[config.mk]
export PLATFORM = sky130hd
export DESIGN_NAME = ifu_bus_ctrl
export DESIGN_NICKNAME = d
export VERILOG_FILES = /design/src/rtl/ifu_bus_ctrl_pkg.sv /design/src/rtl/ifu_req_tracker.sv /design/src/rtl/ifu_bus_ctrl.sv
export SDC_FILE = /design/constraint.sdc
export NUM_CORES = 1
export LEC_CHECK = 0
export CAP_MARGIN = 20
export CORE_MARGIN = 2
export CORE_UTILIZATION = 59
export DETAILED_ROUTE_END_ITERATION = 6
export GPL_ROUTABILITY_DRIVEN = 0
export GPL_TIMING_DRIVEN = 0
export PLACE_DENSITY = 0.93
export SLEW_MARGIN = 20
export SYNTH_ARGS = -nofsm -noshare
export SYNTH_HDL_FRONTEND = slang
export SYNTH_HIERARCHICAL = 1
export SYNTH_SLANG_ARGS = --single-unit
[constraint.sdc]
create_clock -name cpu_clk -period 8.7 [get_ports cpu_clk]
set_input_delay 2.175 -clock cpu_clk [delete_from_list [all_inputs] [get_ports cpu_clk]]
set_output_delay 2.175 -clock cpu_clk [all_outputs]
set_load 0.01 [all_outputs]
[src/rtl/ifu_bus_ctrl_pkg.sv]
// Shared widths and helpers for the instruction-side bus controller.
package ifu_bus_ctrl_pkg;
  localparam int IFU_ADDR_W   = 32;
  localparam int IFU_INSTR_W  = 32;
  localparam int IBUS_RESP_W  = IFU_INSTR_W + 1;
  localparam int IFU_MAX_OUTS = 2;

  function automatic logic word_aligned(input logic [1:0] lsb);
    return lsb == 2'b00;
  endfunction
endpackage

[src/rtl/ifu_req_tracker.sv]
// In-order FIFO of outstanding fetch addresses with per-entry stale marking.
module ifu_req_tracker #(
  parameter int AW    = 32,
  parameter int DEPTH = 2
) (
  input  logic                          clk,
  input  logic                          rst,
  input  logic                          push,
  input  logic [AW-1:0]                 push_addr,
  input  logic                          pop,
  input  logic [AW-1:0]                 pc,
  output logic [AW-1:0]                 head_addr,
  output logic                          head_stale,
  output logic [DEPTH-1:0]              match_vec,
  output logic [$clog2(DEPTH+1)-1:0]    count,
  output logic                          full,
  output logic                          empty
);
  localparam int PTR_W = (DEPTH > 1) ? $clog2(DEPTH) : 1;
  localparam int CNT_W = $clog2(DEPTH+1);

  logic [DEPTH-1:0][AW-1:0] addr_q, addr_d;
  logic [DEPTH-1:0]         stale_q, stale_d;
  logic [DEPTH-1:0]         valid_q, valid_d;
  logic [PTR_W-1:0]         rd_ptr_q, rd_ptr_d, wr_ptr_q, wr_ptr_d;
  logic [CNT_W-1:0]         count_q, count_d;
  logic                     pop_ok, push_ok;

  assign count      = count_q;
  assign full       = (count_q == CNT_W'(DEPTH));
  assign empty      = (count_q == '0);
  assign head_addr  = addr_q[rd_ptr_q];
  assign head_stale = stale_q[rd_ptr_q];

  always_comb begin
    for (int i = 0; i < DEPTH; i++)
      match_vec[i] = valid_q[i] && !stale_q[i] && (addr_q[i] == pc);
  end

  always_comb begin
    addr_d   = addr_q;
    valid_d  = valid_q;
    rd_ptr_d = rd_ptr_q;
    wr_ptr_d = wr_ptr_q;
    count_d  = count_q;
    pop_ok   = pop && !empty;
    push_ok  = push && (!full || pop_ok);
    // Sticky: an entry that ever disagreed with pc can never deliver.
    for (int i = 0; i < DEPTH; i++)
      stale_d[i] = stale_q[i] | (addr_q[i] != pc);
    if (pop_ok) begin
      valid_d[rd_ptr_q] = 1'b0;
      rd_ptr_d = (rd_ptr_q == PTR_W'(DEPTH-1)) ? '0 : rd_ptr_q + 1'b1;
    end
    if (push_ok) begin
      addr_d[wr_ptr_q]  = push_addr;
      stale_d[wr_ptr_q] = 1'b0;
      valid_d[wr_ptr_q] = 1'b1;
      wr_ptr_d = (wr_ptr_q == PTR_W'(DEPTH-1)) ? '0 : wr_ptr_q + 1'b1;
    end
    case ({push_ok, pop_ok})
      2'b10:   count_d = count_q + 1'b1;
      2'b01:   count_d = count_q - 1'b1;
      default: count_d = count_q;
    endcase
  end

  always_ff @(posedge clk or posedge rst) begin
    if (rst) begin
      addr_q   <= '0;
      stale_q  <= '0;
      valid_q  <= '0;
      rd_ptr_q <= '0;
      wr_ptr_q <= '0;
      count_q  <= '0;
    end else begin
      addr_q   <= addr_d;
      stale_q  <= stale_d;
      valid_q  <= valid_d;
      rd_ptr_q <= rd_ptr_d;
      wr_ptr_q <= wr_ptr_d;
      count_q  <= count_d;
    end
  end

  a_no_overflow: assert property (@(posedge clk) disable iff (rst)
    !(push && full && !pop_ok));
  a_count_range: assert property (@(posedge clk) disable iff (rst)
    count_q <= CNT_W'(DEPTH));
endmodule

[src/rtl/ifu_bus_ctrl.sv]
// Fetch-side bus controller: issues word reads for pc, filters stale responses,
// and replays the last delivered word while pc is held.
module ifu_bus_ctrl
  import ifu_bus_ctrl_pkg::*;
#(
  parameter int ADDR_WIDTH      = IFU_ADDR_W,
  parameter int INSTR_WIDTH     = IFU_INSTR_W,
  parameter int MAX_OUTSTANDING = IFU_MAX_OUTS
) (
  input  logic                   cpu_clk,
  input  logic                   cpu_rst,
  input  logic [ADDR_WIDTH-1:0]  pc,
  output logic                   instr_read_data_valid,
  output logic [INSTR_WIDTH-1:0] instr_read_data,
  output logic                   instr_access_fault,
  output logic                   ibus_req,
  output logic [ADDR_WIDTH-1:0]  ibus_addr,
  input  logic                   ibus_gnt,
  input  logic                   ibus_rvalid,
  input  logic [INSTR_WIDTH-1:0] ibus_rdata,
  input  logic                   ibus_rerr
);
  localparam int CNT_W = $clog2(MAX_OUTSTANDING+1);

  logic [ADDR_WIDTH-1:0]      trk_head_addr;
  logic                       trk_head_stale, trk_full, trk_empty;
  logic [MAX_OUTSTANDING-1:0] trk_match;
  logic [CNT_W-1:0]           trk_count;

  logic                   hold_valid_q, hold_valid_d;
  logic [ADDR_WIDTH-1:0]  hold_addr_q, hold_addr_d;
  logic [INSTR_WIDTH-1:0] hold_data_q, hold_data_d;
  logic                   hold_err_q, hold_err_d;

  logic hold_hit, resp_hit, room, issue;

  ifu_req_tracker #(.AW(ADDR_WIDTH), .DEPTH(MAX_OUTSTANDING)) u_trk (
    .clk        (cpu_clk),
    .rst        (cpu_rst),
    .push       (ibus_req && ibus_gnt),
    .push_addr  (pc),
    .pop        (ibus_rvalid),
    .pc         (pc),
    .head_addr  (trk_head_addr),
    .head_stale (trk_head_stale),
    .match_vec  (trk_match),
    .count      (trk_count),
    .full       (trk_full),
    .empty      (trk_empty)
  );

  always_comb begin
    hold_hit = hold_valid_q && (hold_addr_q == pc);
    resp_hit = ibus_rvalid && !trk_empty && !trk_head_stale && (trk_head_addr == pc);
    // A response popping the head this cycle frees the slot for a same-cycle push.
    room     = !trk_full || (ibus_rvalid && !trk_empty);
    issue    = !cpu_rst && word_aligned(pc[1:0]) && !hold_hit && !(|trk_match) && room;

    ibus_req  = issue;
    ibus_addr = issue ? pc : '0;

    instr_read_data_valid = !cpu_rst && (hold_hit || resp_hit);
    instr_read_data       = '0;
    instr_access_fault    = 1'b0;
    if (instr_read_data_valid) begin
      instr_read_data    = resp_hit ? ibus_rdata : hold_data_q;
      instr_access_fault = resp_hit ? ibus_rerr  : hold_err_q;
    end

    hold_valid_d = hold_valid_q;
    hold_addr_d  = hold_addr_q;
    hold_data_d  = hold_data_q;
    hold_err_d   = hold_err_q;
    if (resp_hit) begin
      hold_valid_d = 1'b1;
      hold_addr_d  = pc;
      hold_data_d  = ibus_rdata;
      hold_err_d   = ibus_rerr;
    end
  end

  always_ff @(posedge cpu_clk or posedge cpu_rst) begin
    if (cpu_rst) begin
      hold_valid_q <= 1'b0;
      hold_addr_q  <= '0;
      hold_data_q  <= '0;
      hold_err_q   <= 1'b0;
    end else begin
      hold_valid_q <= hold_valid_d;
      hold_addr_q  <= hold_addr_d;
      hold_data_q  <= hold_data_d;
      hold_err_q   <= hold_err_d;
    end
  end

  a_rvalid_needs_entry: assert property (@(posedge cpu_clk) disable iff (cpu_rst)
    !(ibus_rvalid && trk_empty));
endmodule
Yosys cells after proc, flatten, opt, wreduce, memory -nomap -nowiden
Index checks and enable logic that the tools add are counted.

Bitwise logic cells: 7. $lt $le $gt $ge: 4. Reductions and logical operators: 31. Add/sub/neg operators: 4. Equal/unequal tests: 9. Muxes and demuxes: 22.

Operators by type and width (number): $mux W32 (6); $eq A32 B32 Y1 (4); $bwmux W64 (1); $ne A32 B32 Y1 (2); $demux W32 S1 (1); $logic_and A1 B1 Y1 (17); $logic_not A1 Y1 (8); $mux W1 (8); $mux W2 (3); $and A2 B2 Y2 (2); $eq A2 B2 Y1 const B (2); $logic_not A2 Y1 (2); $lt A1 B2 Y1 const B (2); $not A2 Y2 (2); $pmux W2 S2 (1); $add A1 B1 Y1 const B (2); $add A2 B1 Y2 const B (1); $demux W1 S1 (2); $eq A2 B1 Y1 const B (1); $ge A1 B1 Y1 const B (2); $logic_or A1 B1 Y1 (2); $or A1 B1 Y1 (2); $or A2 B2 Y2 (1); $reduce_bool A2 Y1 (1); 2 further kinds (2).

Word-level logic and storage cells: 88. Register bits: 138. Output and inout bits: 67. Input port bits: 69.

Longest topological paths before layout
Gate-level depths: netlist (run 1).

Word-level depth: 11. Gate-level depth with buffers: 13. Depth with buffers taken out: 13.

Hierarchy
The synthesis (run 1) kept the hierarchy.

By module, submodules not included: ifu_bus_ctrl (area an instance 4636.9 µm², cells each 430, seq. area each 1651.6 µm², times used 1); ifu_req_tracker (area an instance 3823.7 µm², cells each 297, seq. area each 1801.7 µm², times used 1).

Worst setup path before layout (run 1)
OpenSTA, ideal clock, no wires.

Path type: input -> output. Start point: input cpu_rst. End point: output instr_read_data[24]. Buffers on the path: 2. Slack: 1558 ps. Data required time: 6525 ps. Data arrival time: 4967 ps. Stages on the path: 5. Cells stage by stage: buf_2 -> clkinv_1 -> clkbuf_1 -> nand2_1 -> mux2i_1.

Cells in the longest elaborated chain, start to end: 3.

Ends and longest elaborated chain: start: declaration (line ifu_bus_ctrl.sv:11) `input logic cpu_rst,`; $logic_not A1 Y1 (no source line); $logic_and A1 B1 Y1 (line ifu_bus_ctrl.sv:62) `instr_read_data_valid = !cpu_rst && (hold_hit || resp_hit);`; $mux W32 (line ifu_bus_ctrl.sv:65) `if (instr_read_data_valid) begin`; end: declaration (line ifu_bus_ctrl.sv:14) `output logic [INSTR_WIDTH-1:0] instr_read_data,`.

Every way passes these cells.

Worst setup path after layout (run 1)
Start point: input pc[31]. End point: output ibus_addr[13].

Cells in the longest elaborated chain, start to end: 7. Elaborated cells between the ends (all ways): 13. Those cells by class: eq/ne: 3; mux: 1; reduce/logical: 9.

Ends and longest elaborated chain: start: declaration (line ifu_bus_ctrl.sv:12) `input logic [ADDR_WIDTH-1:0] pc,`; $eq A32 B32 Y1 (line ifu_req_tracker.sv:37) `match_vec[i] = valid_q[i] && !stale_q[i] && (addr_q[i] == pc);`; $logic_and A1 B1 Y1 (line ifu_req_tracker.sv:37); named net trk_match[1] (line ifu_bus_ctrl.sv:27) `logic [MAX_OUTSTANDING-1:0] trk_match;`; $reduce_or A2 Y1 (line ifu_bus_ctrl.sv:57) `issue = !cpu_rst && word_aligned(pc[1:0]) && !hold_hit && !(|trk_match) && room;`; $logic_not A1 Y1 (line ifu_bus_ctrl.sv:57); $logic_and A1 B1 Y1 (2 in series) (line ifu_bus_ctrl.sv:57); $mux W32 (line ifu_bus_ctrl.sv:60) `ibus_addr = issue ? pc : '0;`; end: declaration (line ifu_bus_ctrl.sv:17) `output logic [ADDR_WIDTH-1:0] ibus_addr,`.

The timed path passes the listed nets, and every way through them passes these cells.

==> results of run 1 <==
[final cells by class]
cell class / instances / share of cell area, %
multi-input combinational: 534 / 44.2
clock buffer: 18 / 4.11
sequential: 138 / 32.3
timing repair buffer: 135 / 12.8
tap: 180 / 2.11
inverter: 10 / 0.375
buffer: 46 / 2.34
clock inverter: 13 / 1.65
[flip-flops by register name, indices dropped and copies added (netlist names)]
name	cells
u_trk/rd_ptr_q	1
hold_addr_q	32
u_trk/addr_q	64
u_trk/wr_ptr_q	1
u_trk/count	2
hold_err_q	1
hold_valid_q	1
u_trk/valid_q	2
hold_data_q	32
u_trk/stale_q	2
[power breakdown]
group	switching (mW)	internal (mW)	leakage [nW]
clock	0.277	0.482	0.297
sequential	0.156	0.803	1.81
combinational	0.374	0.447	2.64
[layer usage]
metal,track usage [%],vias to the layer above,routed length [um]
li1,-,2885,-
met2,52.2,249,11300
met3,6.23,49,1470
met1,39.3,3209,9430
met4,11.6,0,566
met5,0,-,0
[cells by family after synthesis]
logic type / after synthesis / synth area share [%]
muxes: 195 / 27.2
and+or+nand+nor: 193 / 14.0
DFF: 138 / 40.8
xor gates and xnor gates: 129 / 13.4
buffers and inverters: 56 / 3.36
AOI/OAI and AO/OA: 14 / 1.04
adders and majority gates: 1 / 0.148
other: 1 / 0.0443
[synthesized netlist by cell type, types with 2 or more instances]
| library cell | instances |
|---|---|
| buf_4 | 6 |
| dfrtp_1 | 138 |
| a211o_1 | 2 |
| buf_6 | 4 |
| nand2_1 | 36 |
| buf_2 | 17 |
| nand2b_1 | 3 |
| nor4_1 | 13 |
| nand3_1 | 38 |
| nor2_1 | 6 |
| nor4_4 | 2 |
| a21oi_1 | 2 |
| nor3b_1 | 64 |
| mux2_4 | 39 |
| buf_1 | 3 |
| o21ai_0 | 5 |
| mux2i_1 | 33 |
| and2_1 | 2 |
| inv_1 | 9 |
| nor4_2 | 2 |
| nand4_1 | 19 |
| mux2_2 | 123 |
| clkbuf_1 | 16 |
| xor2_1 | 45 |
| xnor2_1 | 84 |
[how the worst min path moves through the flow]
stage,startpoint,to,slack [ns],depth (start not counted)
floorplan,hold_valid_q$_DFFE_PP0N_,hold_valid_q$_DFFE_PP0N_,0.43,1
global placement,hold_valid_q$_DFFE_PP0N_,hold_valid_q$_DFFE_PP0N_,0.45,1
detailed placement,hold_valid_q$_DFFE_PP0N_,hold_valid_q$_DFFE_PP0N_,0.46,1
CTS,hold_valid_q$_DFFE_PP0N_,hold_valid_q$_DFFE_PP0N_,0.49,1
global route,hold_data_q[1]$_DFF_PP0_,hold_data_q[1]$_DFF_PP0_,0.50,1
finish,hold_valid_q$_DFFE_PP0N_,hold_valid_q$_DFFE_PP0N_,0.48,1
[through the flow]
step | cells | setup WS [ns]
6_report | 1074 | 0.655
3_5_place_dp | 1043 | 0.647
5_1_grt | 1074 | 0.461
4_1_cts | 1074 | 0.667
3_3_place_gp | 1041 | -0.249
2_1_floorplan | 728 | 1.56
[worst reg2reg max path, delay by kind of cell (launching register included)]
kind | cells | cell delay (ns)
AOI/OAI and AO/OA | 2 | 0.60
xor gates and xnor gates | 1 | 0.26
buffers and inverters | 1 | 0.36
DFF | 1 | 0.41
muxes | 1 | 0.39
and+or+nand+nor | 7 | 1.80
==> out/metrics.yaml, run 1 <==
setup_path:
  cp-end-kind: "primary output"
  cp.required_ns: 6.53
  arrival_ns: 5.87
  r2r_start: "u_trk/addr_q[63]$_DFFE_PP0P_"
  cp-start-kind: "input pin"
  reg2reg_depth: 12
  crit_end: "ibus_addr[13]"
  critical_path.max_stage_delay_ns: 0.79
  worst-path-stages: 11
  critPathMaxFanout: 10
  timing.rr.end: "u_trk/addr_q[22]$_DFFE_PP0P_"
  cp_cell_sequence: "clkdlybuf4s50_1, xor2_1, nor4_1, nand4_1, nor4_2, and2_1, or4_1, a211o_1, clkbuf_1, nor3b_1, clkdlybuf4s50_1"
  path_buf_inv: 3
  cp_top_family: "buffers and inverters"
  r2r_setup_slack_ns: 4.77
  crit_path_start: "pc[31]"
  crit_path_top_delay_cell: "clkdlybuf4s50_1"
  critPathKind: "input pin to primary output"
  cp_common_cell: "clkdlybuf4s50_1"
cts:
  htreeDepth: 4
  clk_latency_ns: 0.43
  holdBufCountCts: 0
  cts_tree: "built"
  cts_setup_buffers: 0
  cts_made_buffers: 17
  clk_path_buf_depth: 2
  clockRootBuffer: "clkbuf_16"
  clkSinkCount: 138
  cts.repair.resized: 0
  clk_pin_slew_worst_paths_ns: 0.06
sta:
  finalCriticalPeriod_ns: 8.05
  hold_viol: 0
  skew_ns: 0.00760
  fin_setup_tns_ns: 0
  worst_pin_slew_ns: 0.700
  setup_viol: 0
  period_share_pct: 92.5
  relSlewSlack_pct: 53.4
  rsz0062_at_grt: "no"
  timing.hold.ws_ns: 0.484
  fmax_ghz: 0.124
  slew_violations: 0
power_and_ir_drop:
  p_total_mw: 2.54
  peakVddDrop_mv: 0.207
  leakage_nw: 4.75
  p_per_area_nw_per_um2: 238
place:
  io_buffers: 133
  dpl.hpwl_um: 16100
  placed_cell_area_um2: 10100
routing:
  viasPerCell: 5.95
  wl_per_cell_um: 21.2
  drc: 0
  firstDrtPassIters: 5
  drtAntennaViolNets: 0
  dr.first_iter.drc_count: 467
  wl_um: 22800
  vias: 6392
final_layout:
  mostFrequentLayoutCell: "dfrtp_1"
  fillers: 839
  antenna-diode-count: 0
  drive_gt1_share_pct: 26.0
  syn2layout_area_growth_pct: 26.3
  multiInputGateArea_um2: 4730
  layout.nets: 952
  ff_latch_area_um2: 3450
  mostFrequentLayoutCells: "dfrtp_1, clkdlybuf4s50_1, mux2_2"
  stdcell_area_um2: 10700
  final_util_pct: 76.7
floorplanning:
  ios: 136
  die_h_um: 124
  initial_core_util_pct: 60.7
  rows: 43
  die_area_um2: 15300
  floorplan.core_area_um2: 13900
  fp.dieW_um: 124
synth:
  yosysWarningCount: 6
  synthTopCellsByArea: "dfrtp_1, mux2_2, xnor2_1"
  syn_avg_cell_area_um2: 11.6
  ys_ff_latch: 138
  yosysSeqAreaShare_pct: 40.8
  syn_area_um2: 8460
  synth.distinct_cells: 41
  synth-edff-count: 0
  synthArstFlopShare_pct: 100
  syn_inst: 727
  netlist.top_cell.by_area: "dfrtp_1"
  synthFlopType: "dfrtp_1"
  synth_top_area_share_pct: 40.8
global_route:
  grt_pass1_wl_um: 34900
  antenna_found_initial: 0
  grt_pass1_vias: 6309
  grtUsageTotal_pct: 30.9
  grt_max_degree: 46
  grt_remaining_overflow: 0
flow_run:
  drv_cap: 0
status:
  run_status: "complete, no violations"
min_path:
  hold_class: "flip-flop to flip-flop"
No activity file was read; power rests on OpenSTA's default activity.
==> run 2: changes to the inputs <==
CORE_MARGIN = not set   (was 2)
==> run 2 against run 1 <==
  * Worst setup slack worse by 0.13 ns
  * First-iteration DRC count grew 11%
  * Combinational power fell by 1%
  * Register-to-register slack hardly changed
  * Count of clock-buffer cells in the layout up 2
  * Clock skew grew 0.0066 ns
  * Critical endpoint unchanged
  * Clock power about the same
  * Critical path depth unchanged
  * Sequential share of layout area hardly changed
==> out/metrics.yaml, run 2 (same netlist as run 1, synthesis figures left out) <==
final_layout:
  regMostFlops: "u_trk/addr_q"
  antenna-diode-count: 0  # unchanged
  final_util_pct: 76.7  # +0.081 points
  fillers: 852  # +1.5%
  mostFrequentLayoutCells: "dfrtp_1, clkdlybuf4s50_1, mux2_2"
  mostFrequentLayoutCell: "dfrtp_1"
  syn2layout_area_growth_pct: 26.4
  largest_reg_flops: 64  # unchanged
  reg_top3: "u_trk/addr_q (64), hold_addr_q (32), hold_data_q (32)"
  layout.nets: 952  # unchanged
  drive_gt1_share_pct: 25.8  # -0.14 points
routing:
  wl_per_cell_um: 21.4  # +0.98%
  drc: 0  # unchanged
  dr.first_iter.drc_count: 519  # +11%
  drtAntennaViolNets: 0  # unchanged
  vias: 6413  # +0.33%
  viasPerCell: 5.97  # +0.24%
  wl_um: 23000  # +1.1%
  firstDrtPassIters: 5  # unchanged
power_and_ir_drop:
  power_switching_uw: 795  # -1.4%
  pwr-share-clk_pct: 30.1  # +0.2 points
  internal-power_mw: 1.74  # +0.20%
  seqPwrFrac_pct: 37.9  # about the same
  swShare_pct: 31.4  # -0.36 points
  p_per_area_nw_per_um2: 237  # -0.43%
  pwr-share-comb_pct: 32.0  # -0.3 points
  peakVddDrop_mv: 0.210  # +1.4%
  leakage_nw: 4.76  # +0.12%
floorplanning:
  die_h_um: 122  # -1.6%
  die_area_um2: 14800  # -3.2%
  initial_core_util_pct: 60.7  # unchanged
  floorplan.core_area_um2: 13900  # unchanged
  fp.dieW_um: 122  # -1.6%
  ios: 136  # unchanged
  rows: 43  # unchanged
setup_path:
  cp-start-kind: "input pin"
  cp-end-kind: "primary output"
  cp_cell_sequence: "clkdlybuf4s50_1, xor2_1, nor4_1, nand4_1, nor4_2, and2_1, or4_1, a211o_1, clkbuf_1, nor3b_1, clkdlybuf4s50_1"
  critPathKind: "input pin to primary output"
  cp_common_cell: "clkdlybuf4s50_1"
  crit_path_top_delay_cell: "clkdlybuf4s50_1"
  critPathMaxFanout: 10  # unchanged
  critical_path.max_stage_delay_ns: 0.69  # -0.10 ns
  arrival_ns: 6.00  # +0.13 ns
  cp.required_ns: 6.53  # about the same
sta:
  fmax_ghz: 0.122  # -1.6%
  relSlewSlack_pct: 51.7  # -1.7 points
  finalCriticalPeriod_ns: 8.17  # +0.129 ns
  skew_ns: 0.0141  # +0.00655 ns
  slew_violations: 0  # unchanged
  hold_viol: 0  # unchanged
  setup_slack_ns: 0.525  # -0.129 ns
  worst_pin_slew_ns: 0.725  # +0.0252 ns
  setup_viol: 0  # unchanged
  period_share_pct: 94.0  # +1.5 points
  rsz0062_at_grt: "no"
cts:
  clk_pin_slew_worst_paths_ns: 0.06  # about the same
  holdBufCountCts: 0  # unchanged
  htreeDepth: 4  # unchanged
  cts.repair.resized: 0  # unchanged
  cts_made_buffers: 17  # unchanged
  cts_setup_buffers: 0  # unchanged
  clkSinkCount: 138  # unchanged
  clk_latency_ns: 0.44  # about the same
  clk_path_buf_depth: 2  # unchanged
  clockRootBuffer: "clkbuf_16"
  cts_tree: "built"
global_route:
  grtUsageTotal_pct: 32.6  # +1.7 points
  grt_pass1_wl_um: 35600  # +1.8%
  grt_max_degree: 47  # +2.2%
  antenna_found_initial: 1  # +1
  grt_remaining_overflow: 0  # unchanged
  grt_pass1_vias: 6448  # +2.2%
min_path:
  hold_class: "flip-flop to flip-flop"
status:
  run_status: "complete, no violations"
flow_run:
  drv_cap: 0  # unchanged
place:
  dpl.hpwl_um: 16300  # +1.2%
  io_buffers: 133  # unchanged
  post-place-ws_ns: 0.684  # +0.0377 ns
-- run 2: cell count changes in the layout (fill, tap and decap cells not counted) --
cell        delta
clkinv_4       +1
buf_16         +1
clkbuf_1       +2
clkinvlp_4     -1
buf_12         -1
clkinv_2       -1
-- run 2: layout make-up --
| class | count | area [um2] | area share (%) |
|---|---|---|---|
| inverters | 10 | 40.0 | 0.374 |
| multi-input cells | 534 | 4730 | 44.2 |
| well taps | 180 | 225 | 2.11 |
| flip-flops and latches | 138 | 3450 | 32.3 |
| plain buffers | 46 | 250 | 2.34 |
| repair buffers | 135 | 1380 | 12.9 |
| clock buffers | 20 | 447 | 4.18 |
| clock inverters | 12 | 173 | 1.61 |
-- run 2: through the flow --
| step | hold slack, ns | total power [mW] | area [um2] | std cells | setup TNS [ns] |
|---|---|---|---|---|---|
| after global routing | 0.493 | 2.64 | 10700 | 1075 | 0 |
| final | 0.482 | 2.53 | 10700 | 1075 | 0 |
| after floorplan | 0.435 | 1.52 | 8460 | 728 | 0 |
| after CTS | 0.472 | 2.53 | 10700 | 1075 | 0 |
| after detailed placement | 0.454 | 1.76 | 10100 | 1043 | 0 |
| after global placement | 0.450 | 1.72 | 10000 | 1041 | -1.80 |
-- run 2: routing by layer --
layer  track usage [%]  share of wire [%]  vias to the layer above
met5                 0              0.048                        -
met4              12.1                2.7                        2
met3              7.07                6.3                       53
met2              56.3                 51                      273
met1              39.7                 40                     3200
li1                  -                  -                     2885
-- run 2: worst max-delay path, delay by kind of cell --
| kind | cells | cell delay, ns |
|---|---|---|
| AOI/OAI and AO/OA | 1 | 0.25 |
| xor gates and xnor gates | 1 | 0.27 |
| buffers and inverters | 3 | 1.64 |
| and+or+nand+nor | 6 | 1.65 |
-- run 2: power by group through the flow --
stage / Sequential, mW / Combinational [mW] / Clock (mW)
after floorplan: 0.920 / 0.599 / 0
after global placement: 0.949 / 0.768 / 0
after detailed placement: 0.962 / 0.794 / 0
after CTS: 0.953 / 0.806 / 0.770
after global routing: 0.977 / 0.863 / 0.796
final: 0.958 / 0.811 / 0.762
-- run 2: path summary, 6_finish.rpt --
kind,start,to,slack [ns],cells after the start
max reg2reg,u_trk/addr_q[55]$_DFFE_PP0P_,u_trk/addr_q[15]$_DFFE_PP0P_,4.77,12
max,pc[31],ibus_addr[13],0.53,11
min reg2reg,hold_valid_q$_DFFE_PP0N_,hold_valid_q$_DFFE_PP0N_,0.48,1
min in group asynchronous,cpu_rst,u_trk/addr_q[33]$_DFFE_PP0P_,2.10,2
max in group asynchronous,cpu_rst,hold_data_q[26]$_DFF_PP0_,5.54,5
min,hold_valid_q$_DFFE_PP0N_,hold_valid_q$_DFFE_PP0N_,0.48,1
